## src/rtl/io_responder.sv

```systemverilog
// Memory-mapped IO responder: switch readback, LED/seven-segment write latches and a
// debounced, sticky read-to-clear confirm flag. Define IO_READBACK_EN to read back LED/seg/confirm.
//
// state      | meaning
// -----------+---------------------------------------------------------------
// ST_STABLE  | raw button matches debounced level; counter idle at 0
// ST_COUNT   | raw differs from debounced level; counting consecutive cycles
module io_responder #(
    parameter int unsigned DEB_CYCLES = 1000000,
    parameter int          CNT_W      = 20
) (
    input  logic        clk,
    input  logic        rst_n,
    input  logic        ioRead_i,
    input  logic        ioWrite_i,
    input  logic [13:0] addr_i,
    input  logic [31:0] wdata_i,
    input  logic [15:0] sw_i,
    input  logic        btn_confirm_i,
    output logic [15:0] io_rdata_o,
    output logic        confirm_o,
    output logic [15:0] led_o,
    output logic [31:0] seg_o
);

    localparam logic [13:0] ADDR_SW      = 14'h3c00;
    localparam logic [13:0] ADDR_LED     = 14'h3c40;
    localparam logic [13:0] ADDR_SEG     = 14'h3c60;
    localparam logic [13:0] ADDR_CONFIRM = 14'h3c80;

    localparam logic [CNT_W-1:0] CNT_LAST = CNT_W'(DEB_CYCLES - 1);

    typedef enum logic {
        ST_STABLE,
        ST_COUNT
    } deb_state_t;

    deb_state_t       state;
    logic [CNT_W-1:0] cnt;
    logic             level;
    logic             level_d;
    logic [15:0]      sw_q;
    logic             confirm_clr;

    always_ff @(posedge clk or negedge rst_n) begin
        if (!rst_n) begin
            sw_q  <= '0;
            led_o <= '0;
            seg_o <= '0;
        end else begin
            sw_q <= sw_i;
            if (ioWrite_i && addr_i == ADDR_LED)
                led_o <= wdata_i[15:0];
            if (ioWrite_i && addr_i == ADDR_SEG)
                seg_o <= wdata_i;
        end
    end

    always_ff @(posedge clk or negedge rst_n) begin
        if (!rst_n) begin
            state <= ST_STABLE;
            cnt   <= '0;
            level <= 1'b0;
        end else begin
            case (state)
                ST_STABLE: begin
                    if (btn_confirm_i != level) begin
                        state <= ST_COUNT;
                        cnt   <= CNT_W'(1);
                    end
                end
                ST_COUNT: begin
                    if (btn_confirm_i == level) begin
                        state <= ST_STABLE;
                        cnt   <= '0;
                    end else if (cnt == CNT_LAST) begin
                        level <= ~level;
                        state <= ST_STABLE;
                        cnt   <= '0;
                    end else begin
                        cnt <= cnt + CNT_W'(1);
                    end
                end
                default: begin
                    state <= ST_STABLE;
                    cnt   <= '0;
                end
            endcase
        end
    end

    assign confirm_clr = ioRead_i && (addr_i == ADDR_CONFIRM) && confirm_o;

    // A new press arriving in the same cycle as the clearing read must not be lost.
    always_ff @(posedge clk or negedge rst_n) begin
        if (!rst_n) begin
            level_d   <= 1'b0;
            confirm_o <= 1'b0;
        end else begin
            level_d <= level;
            if (level && !level_d)
                confirm_o <= 1'b1;
            else if (confirm_clr)
                confirm_o <= 1'b0;
        end
    end

    always_comb begin
        io_rdata_o = '0;
        if (ioRead_i) begin
            case (addr_i)
                ADDR_SW:      io_rdata_o = sw_q;
`ifdef IO_READBACK_EN
                ADDR_LED:     io_rdata_o = led_o;
                ADDR_SEG:     io_rdata_o = seg_o[15:0];
                ADDR_CONFIRM: io_rdata_o = {15'b0, confirm_o};
`endif
                default:      io_rdata_o = '0;
            endcase
        end
    end

endmodule

```

## config.mk

```make
export PLATFORM = sky130hd
export DESIGN_NAME = io_responder
export DESIGN_NICKNAME = d
export VERILOG_FILES = /design/src/rtl/io_responder.sv
export SDC_FILE = /design/constraint.sdc
export NUM_CORES = 1
export LEC_CHECK = 0
export ABC_AREA = 1
export CAP_MARGIN = 0
export CORE_MARGIN = 4
export CORE_UTILIZATION = 40
export CTS_BUF_LIST = sky130_fd_sc_hd__clkbuf_16
export CTS_CLUSTER_SIZE = 28
export DETAILED_ROUTE_END_ITERATION = 10
export GPL_TIMING_DRIVEN = 0
export PLACE_DENSITY_LB_ADDON = 0.08
export SLEW_MARGIN = 25
export SYNTH_ARGS = -nofsm -noshare
export SYNTH_HDL_FRONTEND = slang
export SYNTH_SLANG_ARGS = --single-unit
```

## constraint.sdc

```tcl
create_clock -name clk -period 4.3 [get_ports clk]
set_clock_uncertainty 0.2 [all_clocks]
set_input_delay 0.43 -clock clk [delete_from_list [all_inputs] [get_ports clk]]
set_output_delay 0.43 -clock clk [all_outputs]
set_load 0.1 [all_outputs]
```

==> flow_metrics.tcl <==
set metrics [dict create \
    status "finished clean" \
    holdCritStartpoint "level_d" \
    cts_num_sinks 88 \
    cp_num_buf_inv 3 \
    cts_tree "yes" \
    synth-seq-area-share_pct 56.5 \
    gp_congestion 0.809 \
    grt_pass1_wl_microns 17500 \
    antenna_found_initial 0 \
    clk_pin_slew_ps 70 \
    cts_resized 0 \
    cp-end-kind "primary output" \
    dr_total_vias 3567 \
    p_int_mw 1.36 \
    routed_via_density 4.78 \
    die_w_microns 107 \
    clock_latency_ps 340 \
    ir_worst_vdd_v 0.000199 \
    crit_path_top_delay_cell "clkdlybuf4s50_1" \
    min_period_ps 3970 \
    grt_start_max_net_pins 51 \
    layout-drive-gt1-share_pct 4.85 \
    cp.arrival_ps 3340 \
    path_cells "clkdlybuf4s50_1, or2_1, nor3_4, nand4_4, buf_2, nor2_1, clkdlybuf4s50_1" \
    synthCells 469 \
    drt_iter0_drc 268 \
    cts_setup_buffers 0 \
    synth_fp_nets 537 \
    cts_made_buffers 9 \
    crit_fanout 10 \
    first_pass_iters 5 \
    cts_root_buf "clkbuf_16" \
    die_y_microns 107 \
    p_switching_mw 0.396 \
    finalHoldWorstSlack_ps 210 \
    ys_warn_count 0 \
    pwr-share-comb_pct 6.8 \
    multiInputGateArea_sq_um 1460 \
    pwr-share-clk_pct 45.0 \
    rsz0062_at_grt "false" \
    leakage_nw 2.78 \
    areaGrowthSynthToFinish_pct 46.5 \
    tightest_slew_ps 1030 \
    crit_type "input pin to primary output" \
    htree_num_levels 3 \
    finalHoldViolations 0 \
    nets 681 \
    post-route-period-util_pct 92.3 \
    switching_share_pct 22.5 \
    maxCapViolCount 0 \
    cp-startpoint "addr_i[4]" \
    relSlewSlack_pct 31.0 \
    fp-row-count 35 \
    antenna_cells 0 \
    critPathRequiredTime_ps 3670 \
    synth_area_per_cell_sq_um 8.32 \
    critPathMostFrequentCell "clkdlybuf4s50_1" \
    cp_top_family "buffers and inverters" \
    seq_power_share_pct 48.1 \
    max_freq_ghz 0.252 \
    floorplan.initialDensity_pct 41.6 \
    netlist_area_sq_um 3900 \
    ys_types 27 \
    r2r_slack_ps 2220 \
    ys_ff_latch 88 \
    grt_pass1_vias 3495 \
    fin_setup_tns_ps 0 \
    die_area_sq_um 11400 \
    port_buffers 131 \
    grt-ovfl-total 0 \
    critical-path-max-stage-delay_ps 1140 \
    min_path_type "flop to flop" \
    grt_use_total_pct 19.3 \
    wire_per_inst_microns 14.1 \
    detail-route-antenna-nets 0 \
    p_per_area_nw_per_um2 308 \
    drv_slew 0 \
    placed_cells 730 \
    dpl.hpwl_microns 7870 \
    fin_cells 747 \
    seqCellArea_sq_um 2200 \
    total_power_mw 1.76 \
    clockBufferDepth 2 \
    setup_viol 0 \
    drt-total-wl_microns 10500 \
    pin_count 132 \
    core_sq_um 9370 \
    crit_path_start_kind "input pin" \
    drc_errors 0 \
    utilization_pct 61.0 \
    fill_cells 846 \
    r2r-start "cnt[0]" \
    cts-hold-fix-buffers 1 \
]
-- power groups by stage --
stage	Clock [mW]	Sequential [mW]	Combinational [mW]
2_1_floorplan	0	0.865	0.0244
3_3_place_gp	0	0.862	0.116
3_5_place_dp	0	0.862	0.121
4_1_cts	0.811	0.846	0.123
5_1_grt	0.842	0.847	0.132
6_report	0.792	0.846	0.120
-- worst reg2reg max path: cells and delay by family, from the launching register on --
| kind | cells | cell delay (ps) |
|---|---|---|
| AO/OA/AOI/OAI | 1 | 160 |
| AND/OR/NAND/NOR | 4 | 980 |
| flip-flops | 1 | 410 |
| adder cells (fa/ha/maj) | 1 | 190 |
-- metal layers --
| metal | GRT usage, % | up-vias | part of all wire, % |
|---|---|---|---|
| li1 | - | 1769 | - |
| met1 | 27.0 | 1652 | 46 |
| met2 | 29.4 | 129 | 45 |
| met3 | 4.03 | 17 | 7.2 |
| met4 | 7.49 | 0 | 2.0 |
| met5 | 0 | - | 0 |
-- sequential cells by signal (all words and copies together) (netlist names) --
signal	cells
cnt	20
level	1
sw_q	16
confirm_o	1
seg_o	32
level_d	1
state	1
led_o	16
-- synthesized netlist by cell type --
cell type / instances / share of area (%)
a21o_1: 1 / 0.19
a21oi_1: 3 / 0.38
buf_2: 5 / 0.64
clkbuf_1: 11 / 1.1
clkinv_1: 2 / 0.19
dfrtp_1: 88 / 56
ha_1: 1 / 0.32
inv_1: 43 / 4.1
inv_2: 1 / 0.096
nand2_1: 165 / 16
nand2_2: 1 / 0.16
nand3_1: 66 / 8.5
nand4_1: 6 / 0.96
nand4_4: 1 / 0.55
nor2_1: 40 / 3.8
nor2_2: 1 / 0.16
nor3_1: 5 / 0.64
nor3_4: 1 / 0.42
nor4_4: 1 / 0.55
o21ai_0: 7 / 0.90
o21bai_1: 2 / 0.38
o22ai_1: 5 / 0.80
o2bb2ai_1: 1 / 0.22
or2_1: 1 / 0.16
or2_2: 1 / 0.16
xnor2_1: 3 / 0.67
xor2_1: 7 / 1.6
-- through the flow --
stage | setup WS (ps) | cell area (sq um)
2_1_floorplan | 1010 | 3900
3_3_place_gp | -700 | 5370
3_5_place_dp | 311 | 5400
4_1_cts | 307 | 5710
5_1_grt | 159 | 5710
6_report | 333 | 5710
-- area by class of cell --
class                      instances  share of cell area, %
buffer                            16                   1.16
clock buffer                       9                   3.94
clock inverter                     7                   1.36
inverter                          46                   3.02
multi-input combinational        319                   25.5
sequential                        88                   38.5
tap                              129                   2.82
timing repair buffer             133                   23.6
-- final timing paths --
path,depth (start not counted),end
worst min register to register,1,confirm_o
worst min-delay path,1,confirm_o
worst max-delay path,7,io_rdata_o[14]
min in group asynchronous,2,seg_o[27]
max in group asynchronous,3,seg_o[5]
worst max register to register,6,cnt[12]
-- cells in the final DEF (no fill, tap or decap), drive strengths merged, types with 2 or more instances in the layout --
cell type,n
xor2,7
xnor2,3
nand3,66
clkdlybuf4s50,130
or2,2
nand4,7
o21bai,2
buf,7
nand2,166
nor2,41
a21oi,3
nor3,6
clkinv,4
clkbuf,20
inv,47
dfrtp,88
o22ai,5
o21ai,7
-- logic make-up after synthesis --
| family | Yosys count | synth area share (%) |
|---|---|---|
| xor+xnor | 10 | 2.25 |
| compound gates | 19 | 2.89 |
| buf+inv | 62 | 6.13 |
| simple gates | 289 | 32.0 |
| fa+ha+maj | 1 | 0.321 |
| flops | 88 | 56.5 |
No activity file was read; power rests on OpenSTA's default activity.
